`src/rtl/ifid_branch_unit_if.sv`:
```
// rtl/ifid_branch_unit_if.sv - fetch / IF-ID / branch-resolve signal bundle
interface ifid_branch_unit_if;
  logic [31:0] IF_instr;
  logic        PCWrite;
  logic        IFID_write;
  logic        ID_flush;
  logic        forward1;
  logic        forward2;
  logic        ID_branch;
  logic        ID_bne;
  logic [31:0] ID_readData1;
  logic [31:0] ID_readData2;
  logic [31:0] EXMEM_aluResult;
  logic [31:0] IF_pc;
  logic [31:0] IFID_instr;
  logic [31:0] IFID_pcPlus4;
  logic [4:0]  ID_regRs;
  logic [4:0]  ID_regRt;
  logic        ID_taken;
  logic        ID_bubble;

  // Hazard unit / pipeline side: drives controls and operands, observes fetch state.
  modport master (
    output IF_instr, PCWrite, IFID_write, ID_flush, forward1, forward2,
           ID_branch, ID_bne, ID_readData1, ID_readData2, EXMEM_aluResult,
    input  IF_pc, IFID_instr, IFID_pcPlus4, ID_regRs, ID_regRt, ID_taken, ID_bubble
  );

  // Branch unit side: owns PC and IF/ID, resolves branches.
  modport slave (
    input  IF_instr, PCWrite, IFID_write, ID_flush, forward1, forward2,
           ID_branch, ID_bne, ID_readData1, ID_readData2, EXMEM_aluResult,
    output IF_pc, IFID_instr, IFID_pcPlus4, ID_regRs, ID_regRt, ID_taken, ID_bubble
  );
endinterface

```
`src/rtl/ifid_branch_unit.sv`:
```
// rtl/ifid_branch_unit.sv - PC, IF/ID register and ID-stage beq/bne resolution
module ifid_branch_unit #(
  parameter logic [31:0] RESET_PC  = 32'h0000_0000,
  parameter logic [31:0] NOP_INSTR = 32'h0000_0000,
  parameter int          CNT_W     = 16
) (
  input  logic               clk,
  input  logic               rst_n,
  ifid_branch_unit_if.slave  bus,
  input  logic               cnt_clr,
  output logic [CNT_W-1:0]   stall_cnt,
  output logic [CNT_W-1:0]   taken_cnt
);

  logic [31:0] pc_q;
  logic [31:0] ifid_instr_q;
  logic [31:0] ifid_pcp4_q;
  logic [31:0] pc_plus4;
  logic [31:0] op_a;
  logic [31:0] op_b;
  logic [31:0] br_target;
  logic        taken;

  // Operand select, branch condition and target; a stall or flush suppresses resolution.
  always_comb begin
    pc_plus4  = pc_q + 32'd4;
    op_a      = bus.forward1 ? bus.EXMEM_aluResult : bus.ID_readData1;
    op_b      = bus.forward2 ? bus.EXMEM_aluResult : bus.ID_readData2;
    br_target = ifid_pcp4_q + {{14{ifid_instr_q[15]}}, ifid_instr_q[15:0], 2'b00};
    taken     = bus.ID_branch & bus.PCWrite & ~bus.ID_flush
              & ((op_a == op_b) ^ bus.ID_bne);
  end

  assign bus.IF_pc        = pc_q;
  assign bus.IFID_instr   = ifid_instr_q;
  assign bus.IFID_pcPlus4 = ifid_pcp4_q;
  assign bus.ID_regRs     = ifid_instr_q[25:21];
  assign bus.ID_regRt     = ifid_instr_q[20:16];
  assign bus.ID_taken     = taken;
  assign bus.ID_bubble    = bus.ID_flush | ~bus.IFID_write;

  // PC: redirect on taken branch, otherwise advance unless stalled.
  always_ff @(posedge clk or negedge rst_n) begin
    if (!rst_n) begin
      pc_q <= RESET_PC;
    end else if (taken) begin
      pc_q <= br_target;
    end else if (bus.PCWrite) begin
      pc_q <= pc_plus4;
    end
  end

  // IF/ID: a taken branch squashes the wrong-path fetch even when IF/ID is held.
  always_ff @(posedge clk or negedge rst_n) begin
    if (!rst_n) begin
      ifid_instr_q <= NOP_INSTR;
      ifid_pcp4_q  <= 32'd0;
    end else if (taken) begin
      ifid_instr_q <= NOP_INSTR;
      ifid_pcp4_q  <= 32'd0;
    end else if (bus.IFID_write) begin
      ifid_instr_q <= bus.IF_instr;
      ifid_pcp4_q  <= pc_plus4;
    end
  end

  // Saturating performance counters; clear has priority over counting.
  always_ff @(posedge clk or negedge rst_n) begin
    if (!rst_n) begin
      stall_cnt <= '0;
      taken_cnt <= '0;
    end else if (cnt_clr) begin
      stall_cnt <= '0;
      taken_cnt <= '0;
    end else begin
      if (!bus.PCWrite && stall_cnt != '1) begin
        stall_cnt <= stall_cnt + CNT_W'(1);
      end
      if (taken && taken_cnt != '1) begin
        taken_cnt <= taken_cnt + CNT_W'(1);
      end
    end
  end

endmodule

```
`src/flat_wrapper.sv`:
```
// flat-port wrapper written by rule: the top's interface ports become plain ports
module ifid_branch_unit_flat 
#(
  parameter logic [31:0] RESET_PC  = 32'h0000_0000,
  parameter logic [31:0] NOP_INSTR = 32'h0000_0000,
  parameter int          CNT_W     = 16
)
  (clk, rst_n, cnt_clr, stall_cnt, taken_cnt, bus_IF_instr, bus_PCWrite, bus_IFID_write, bus_ID_flush, bus_forward1, bus_forward2, bus_ID_branch, bus_ID_bne, bus_ID_readData1, bus_ID_readData2, bus_EXMEM_aluResult, bus_IF_pc, bus_IFID_instr, bus_IFID_pcPlus4, bus_ID_regRs, bus_ID_regRt, bus_ID_taken, bus_ID_bubble);
  ifid_branch_unit_if bus_i ();
  input  logic clk;
  input  logic rst_n;
  input  logic cnt_clr;
  output logic [CNT_W-1:0] stall_cnt;
  output logic [CNT_W-1:0] taken_cnt;
  input wire logic [$bits(bus_i.IF_instr)-1:0] bus_IF_instr;
  input wire logic [$bits(bus_i.PCWrite)-1:0] bus_PCWrite;
  input wire logic [$bits(bus_i.IFID_write)-1:0] bus_IFID_write;
  input wire logic [$bits(bus_i.ID_flush)-1:0] bus_ID_flush;
  input wire logic [$bits(bus_i.forward1)-1:0] bus_forward1;
  input wire logic [$bits(bus_i.forward2)-1:0] bus_forward2;
  input wire logic [$bits(bus_i.ID_branch)-1:0] bus_ID_branch;
  input wire logic [$bits(bus_i.ID_bne)-1:0] bus_ID_bne;
  input wire logic [$bits(bus_i.ID_readData1)-1:0] bus_ID_readData1;
  input wire logic [$bits(bus_i.ID_readData2)-1:0] bus_ID_readData2;
  input wire logic [$bits(bus_i.EXMEM_aluResult)-1:0] bus_EXMEM_aluResult;
  output wire logic [$bits(bus_i.IF_pc)-1:0] bus_IF_pc;
  output wire logic [$bits(bus_i.IFID_instr)-1:0] bus_IFID_instr;
  output wire logic [$bits(bus_i.IFID_pcPlus4)-1:0] bus_IFID_pcPlus4;
  output wire logic [$bits(bus_i.ID_regRs)-1:0] bus_ID_regRs;
  output wire logic [$bits(bus_i.ID_regRt)-1:0] bus_ID_regRt;
  output wire logic [$bits(bus_i.ID_taken)-1:0] bus_ID_taken;
  output wire logic [$bits(bus_i.ID_bubble)-1:0] bus_ID_bubble;
  assign bus_i.IF_instr = bus_IF_instr;
  assign bus_i.PCWrite = bus_PCWrite;
  assign bus_i.IFID_write = bus_IFID_write;
  assign bus_i.ID_flush = bus_ID_flush;
  assign bus_i.forward1 = bus_forward1;
  assign bus_i.forward2 = bus_forward2;
  assign bus_i.ID_branch = bus_ID_branch;
  assign bus_i.ID_bne = bus_ID_bne;
  assign bus_i.ID_readData1 = bus_ID_readData1;
  assign bus_i.ID_readData2 = bus_ID_readData2;
  assign bus_i.EXMEM_aluResult = bus_EXMEM_aluResult;
  assign bus_IF_pc = bus_i.IF_pc;
  assign bus_IFID_instr = bus_i.IFID_instr;
  assign bus_IFID_pcPlus4 = bus_i.IFID_pcPlus4;
  assign bus_ID_regRs = bus_i.ID_regRs;
  assign bus_ID_regRt = bus_i.ID_regRt;
  assign bus_ID_taken = bus_i.ID_taken;
  assign bus_ID_bubble = bus_i.ID_bubble;
  ifid_branch_unit #(.RESET_PC(RESET_PC), .NOP_INSTR(NOP_INSTR), .CNT_W(CNT_W)) u_core (.clk(clk), .rst_n(rst_n), .bus(bus_i), .cnt_clr(cnt_clr), .stall_cnt(stall_cnt), .taken_cnt(taken_cnt));
endmodule
```
`config.mk`:
```
export PLATFORM = sky130hd
export DESIGN_NAME = ifid_branch_unit_flat
export DESIGN_NICKNAME = d
export VERILOG_FILES = /design/src/rtl/ifid_branch_unit_if.sv /design/src/rtl/ifid_branch_unit.sv /design/src/flat_wrapper.sv
export SDC_FILE = /design/constraint.sdc
export NUM_CORES = 1
export LEC_CHECK = 0
export ABC_AREA = 1
export BUFFER_PORTS_ARGS = -buffer_cell sky130_fd_sc_hd__buf_2
export CAP_MARGIN = 20
export CORE_MARGIN = 4
export CORE_UTILIZATION = 28
export CTS_BUF_LIST = sky130_fd_sc_hd__clkbuf_16
export DETAILED_ROUTE_END_ITERATION = 8
export PLACE_DENSITY = 0.48
export SYNTH_ARGS = -nofsm -noshare
export SYNTH_HDL_FRONTEND = slang
export SYNTH_SLANG_ARGS = --single-unit
```
`constraint.sdc`:
```
create_clock -name clk -period 1.9 [get_ports clk]
set_input_delay 0.095 -clock clk [delete_from_list [all_inputs] [get_ports clk]]
set_output_delay 0.095 -clock clk [all_outputs]
set_load 0.02 [all_outputs]
```
Word level (Yosys, flattened, before mapping)

Index checks and enable logic that the tools add are counted.

Memory bits (writable): 0
Latch bits: 0
Bits of input ports: 138
Memory bits (read-only): 0
Memories kept: 0
Logic and storage cells: 38
Output and inout bits: 140
Register bits after elaboration: 128

Muxes and demuxes: 12
Equal/unequal tests: 3
Bitwise logic cells: 7
$mul: 0
Divide/modulo/power cells: 0
Reduce and logical (&&, ||, !) cells: 7
Order comparisons: 0
Add/subtract/negate cells: 4
Shift-type cells: 0

Operators by type and width:

| cell                    | count |
|---|---|
| $mux W32                | 8 |
| $mux W16                | 4 |
| $add A16 B1 Y16 const B | 2 |
| $add A32 B3 Y32 const B | 1 |
| $add A32 B32 Y32        | 1 |
| $eq A32 B32 Y1          | 1 |
| $ne A16 B16 Y1 const B  | 2 |
| $reduce_bool A2 Y1      | 4 |
| $and A1 B1 Y1           | 3 |
| $logic_and A1 B1 Y1     | 2 |
| $not A1 Y1              | 2 |
| $logic_not A1 Y1        | 1 |
| $or A1 B1 Y1            | 1 |
| $xor A1 B1 Y1           | 1 |

Longest topological paths before layout

Depth after elaboration: 7
Depth in mapped cells: 22
Depth with buffers taken out: 17

Worst setup path before layout

No wires, ideal clock.

Kind: register to register
Start point: register u_core.taken_cnt[0]
End point: register u_core.taken_cnt[5]
Setup slack: -0.387 ns
Path buffers: 1
Arrival time: 2.221 ns
Cell stages (with the launch flop): 12
Cell sequence: dfrtp_1 ha_1 nand3_1 nand3b_1 nor2_1 nand3_1 nor2_1 nand4_1 nand4_1 buf_2 nand3_1 nand2_1

Cells in the longest elaborated chain, start to end: 3
Elaborated cells on any way between the ends: 6
Those cells by class: add/sub: 1; eq/ne: 1; mux: 2; reduce/logical: 2

Ends and longest elaborated chain:

| element                                                  | line                                           | source |
|---|---|---|
| from (decl)                                              | ifid_branch_unit.sv:12                         | `output logic [CNT_W-1:0] taken_cnt` |
| from (signal assigned)                                   | ifid_branch_unit.sv:80                         | `taken_cnt <= taken_cnt + CNT_W'(1);` |
| $add A16 B1 Y16 / $ne A16 B16 Y1 (equally long branches) | ifid_branch_unit.sv:80, ifid_branch_unit.sv:79 |  |
| $mux W16 / $logic_and A1 B1 Y1 (equally long branches)   | ifid_branch_unit.sv:79                         | `if (taken && taken_cnt != '1) begin` |
| $mux W16 / $reduce_bool A2 Y1 (equally long branches)    | -                                              |  |

Parallel ways exist; a longest one is shown, timed or not. The select of a mux whose other input is x is not followed.
A chain may end at the register's enable or synchronous reset.

Final worst setup path

Start point: register u_core.ifid_instr_q[15], in the netlist u_core.bus.IFID_instr[15]
End point: register u_core.pc_q[30], in the netlist u_core.bus.IF_pc[30]

Cells in the longest elaborated chain, start to end: 2

Ends and longest elaborated chain:

| element                | line                   | source |
|---|---|---|
| from (decl)            | ifid_branch_unit.sv:16 | `logic [31:0] ifid_instr_q;` |
| from (signal assigned) | ifid_branch_unit.sv:62 | `ifid_instr_q <= bus.IF_instr;` |
| $add A32 B32 Y32       | ifid_branch_unit.sv:29 | `br_target = ifid_pcp4_q + {{14{ifid_instr_q[15]}}, ifid_instr_q[15:0], 2'b00};` |
| $mux W32               | ifid_branch_unit.sv:46 | `end else if (taken) begin` |
| to (signal assigned)   | ifid_branch_unit.sv:47 | `pc_q <= br_target;` |
| to (signal assigned)   | ifid_branch_unit.sv:49 | `pc_q <= pc_plus4;` |
| to (decl)              | ifid_branch_unit.sv:15 | `logic [31:0] pc_q;` |

No other way between the ends.

==> impl_metrics.env <==
export IMPL_status="complete, but fails checks"
export IMPL_violations="negative setup slack"
export IMPL_port_buffers=277
export IMPL_cp_start_kind="register"
export IMPL_cts_tree="built"
export IMPL_synth_edff_count=0
export IMPL_yosys_warnings=0
export IMPL_die_area_um2=42300
export IMPL_synthCells=1866
export IMPL_synth_top_family_by_area="simple AND/OR/NAND/NOR gates"
export IMPL_synthesis_area_um2=11000
export IMPL_p_sw_share_pct=40.2
export IMPL_synth_adder_area_share_pct=3.84
export IMPL_synth_sequential_area_ratio_pct=29.2
export IMPL_drv_cap=0
export IMPL_p_switching_mw=6.09
export IMPL_dr_total_vias=13400
export IMPL_dp_cells=2798
export IMPL_die_h_um=206
export IMPL_clk_path_buf_depth=2
export IMPL_drt_first_pass_iters=5
export IMPL_worstPathArrival_ps=2570
export IMPL_synth_compound_gate_area_share_pct=4.75
export IMPL_drt_wl_total_mm=45.7
export IMPL_fin_crit_sh_pct=116
export IMPL_fin_ws_ps=-312
export IMPL_skew_ps=11.8
export IMPL_drt_iter0_drc=641
export IMPL_finalMaxSlewViolations=0
export IMPL_clk_pin_slew_ps=60
export IMPL_syn_nets=2037
export IMPL_max_slew_margin_pct=62.6
export IMPL_gp_congestion=0.863
export IMPL_drive_gt1_share_pct=38.9
export IMPL_gr_total_overflow=0
export IMPL_synth_mux_area_share_pct=0
export IMPL_cp_end_kind="register"
export IMPL_power_mw=15.2
export IMPL_ir_worst_vdd_v=0.000686
export IMPL_hold_ws_ps=124
export IMPL_p_comb_share_pct=51.4
export IMPL_grt_pass1_wl_mm=70.6
export IMPL_clkPwrFrac_pct=24.7
export IMPL_via_per_inst=4.58
export IMPL_synth_xor_area_share_pct=4.32
export IMPL_power_density_nw_per_um2=824
export IMPL_io_pins=278
export IMPL_ys_top_cells_by_area="nand2_1 32%, dfrtp_1 29%, inv_1 8.5%"
export IMPL_cts_buffers=17
export IMPL_cts_sinks=128
export IMPL_ant_nets=0
export IMPL_max_freq_ghz=0.452
export IMPL_p_leak_nw=10.4
export IMPL_antenna_cells=0
export IMPL_max_stage_delay_ps=490
export IMPL_synth_most_common_cell="nand2_1"
export IMPL_fin_cells=2934
export IMPL_min_period_ps=2210
export IMPL_cp_slowest_cell="dfrtp_4"
export IMPL_cpMostUsedCell="nand2_1"
export IMPL_synth_top_area_share_pct=31.7
export IMPL_dpl_hpwl_mm=34.2
export IMPL_rsz0062_at_grt="true"
export IMPL_syn_to_final_growth_pct=67.9
export IMPL_cts_root_buf="clkbuf_16"
export IMPL_antenna_found_initial=3
export IMPL_drc_errors=0
export IMPL_nets=2574
export IMPL_synthArstFlopShare_pct=100
export IMPL_cp_required_ps=2260
export IMPL_grt_pass1_vias=13100
export IMPL_grtUsageTotal_pct=21.2
export IMPL_hold_viol_final=0
export IMPL_p_seq_share_pct=23.8
export IMPL_grt_max_degree=50
export IMPL_setup_violations_final=77
export IMPL_hp_class="in2reg"
export IMPL_htreeDepth=4
export IMPL_rows=72
export IMPL_clkLatencyLatePin_ps=430
export IMPL_start_util_pct=28.3
export IMPL_ys_types=35
export IMPL_wire_per_inst_um=15.6
export IMPL_crit_chain="buf_12 -> buf_12 -> ha_4 -> nand2_4 -> nor3_4 -> nand2_1 -> nor2_1 -> nand2_1 -> nand2_1 -> nand2_1 -> nand2_2 -> nand4_1 -> nand2_1 -> nand2_1 -> nand2_1"
export IMPL_tightest_slew_ps=562
export IMPL_core_area_um2=38600
export IMPL_worst_path_max_fanout=7
export IMPL_synth_seq_cells=128
export IMPL_ys_dominant_reg_cell="dfrtp_1"
export IMPL_fp_dieW_um=206
export IMPL_yosys_area_top_type="nand2_1"
export IMPL_crit_family="simple AND/OR/NAND/NOR gates"
export IMPL_crit_type="reg2reg"
export IMPL_synth_area_per_cell_um2=5.87
export IMPL_internal_power_mw=9.06
export IMPL_synth_commonest_cells="924 x nand2_1, 248 x inv_1, 128 x dfrtp_1, 101 x nand3_1, 91 x nor2_1"
export IMPL_yosys_area_share_simple_pct=45.2
export IMPL_crit_buf_inv=2
export IMPL_finish_utilization_pct=47.6
-- layout by cell type, fill, tap and decap left out, types with 33 or more instances in the layout --
cell type | synthesis | layout
nand2_1 | 924 | 781
buf_2 | 32 | 273
inv_1 | 248 | 240
buf_4 | 14 | 210
dfrtp_1 | 128 | 118
nand2_2 | 1 | 110
nand4_1 | 65 | 65
nor2_1 | 91 | 49
nand3_1 | 101 | 47
a21oi_1 | 59 | 43
nand3_2 | 2 | 42
dlygate4sd3_1 | 0 | 34
xor2_1 | 42 | 33
-- final timing paths --
check / start / endpoint / slack, ps / cells past startpoint
worst min register to register: u_core.bus.IFID_instr[30] / u_core.bus.IFID_instr[30] / 520 / 2
worst max register to register: u_core.bus.IFID_instr[15] / u_core.bus.IF_pc[30] / -310 / 15
worst max-delay path: u_core.bus.IFID_instr[15] / u_core.bus.IF_pc[30] / -310 / 15
max in group asynchronous: rst_n / u_core.taken_cnt[1] / 1060 / 3
worst min-delay path: bus_IFID_write / u_core.bus.IFID_instr[30] / 120 / 3
min in group asynchronous: rst_n / u_core.bus.IFID_pcPlus4[18] / 220 / 2
-- stage by stage --
step           worst slack [ps]  TNS (ps)  cell area (um^2)
2_1_floorplan              -243     -3680             11400
3_3_place_gp               -498    -50040             14800
3_5_place_dp               -544    -53860             14800
4_1_cts                    -307    -11090             17600
5_1_grt                    -518    -14870             18400
6_report                   -312     -6010             18400
-- kinds of logic after synthesis --
| family | Yosys count |
|---|---|
| flip-flops | 128 |
| buffers and inverters | 333 |
| XOR/XNOR | 54 |
| AND/OR/NAND/NOR | 1219 |
| AO/OA/AOI/OAI | 99 |
| adder cells (fa/ha/maj) | 33 |
-- worst reg2reg max path, stage by stage, from the launching register on --
cell and delay, ps:
dfrtp_4 490, buf_12 160, buf_12 150, ha_4 300, nand2_4 70, nor3_4 180, nand2_1 90, nor2_1 110
nand2_1 70, nand2_1 60, nand2_1 60, nand2_2 70, nand4_1 120, nand2_1 90, nand2_1 50, nand2_1 70
-- timing repair --
| action | CTS | global route |
|---|---|---|
| resized for setup | 283 | 150 |
| setup endpoints to repair | 88 | 109 |
| hold buffers | 34 | 0 |
| hold endpoints to repair | 78 | 0 |
| buffers inserted | 36 | 22 |
| pin swaps | 118 | 114 |
| gates cloned | 13 | 5 |
-- power by group through the flow --
| stage | clock, mW | sequential (mW) | combinational, mW |
|---|---|---|---|
| after global placement | 0 | 3.62 | 6.20 |
| after detailed placement | 0 | 3.63 | 6.22 |
| final | 3.75 | 3.61 | 7.79 |
| after global routing | 3.93 | 3.67 | 8.46 |
| after floorplan | 0 | 4.23 | 2.73 |
| after CTS | 3.81 | 3.61 | 7.38 |
-- flip-flops by register name, indices dropped and copies added (netlist names) --
| signal | cells |
|---|---|
| u_core.bus.IFID_instr | 32 |
| u_core.bus.IFID_pcPlus4 | 32 |
| u_core.bus.IF_pc | 32 |
| u_core.stall_cnt | 16 |
| u_core.taken_cnt | 16 |
-- metal layers --
metal	global-route usage (%)	share of wire, %	vias up
met5	0	0.061	-
met4	6.25	2.9	6
met3	4.65	5.6	82
met2	35.6	48	320
met1	27.4	43	6206
li1	-	-	6817
-- area by class of cell --
cell class / instances / area, um^2
Fill cell: 3909 / 20300
Multi-Input combinational cell: 1405 / 8200
Timing Repair Buffer: 597 / 4700
Sequential cell: 128 / 3220
Inverter: 253 / 977
Tap cell: 518 / 648
Clock buffer: 17 / 425
Clock inverter: 15 / 226
Timing Repair inverter: 1 / 3.75
(Power assumes the default switching activity.)
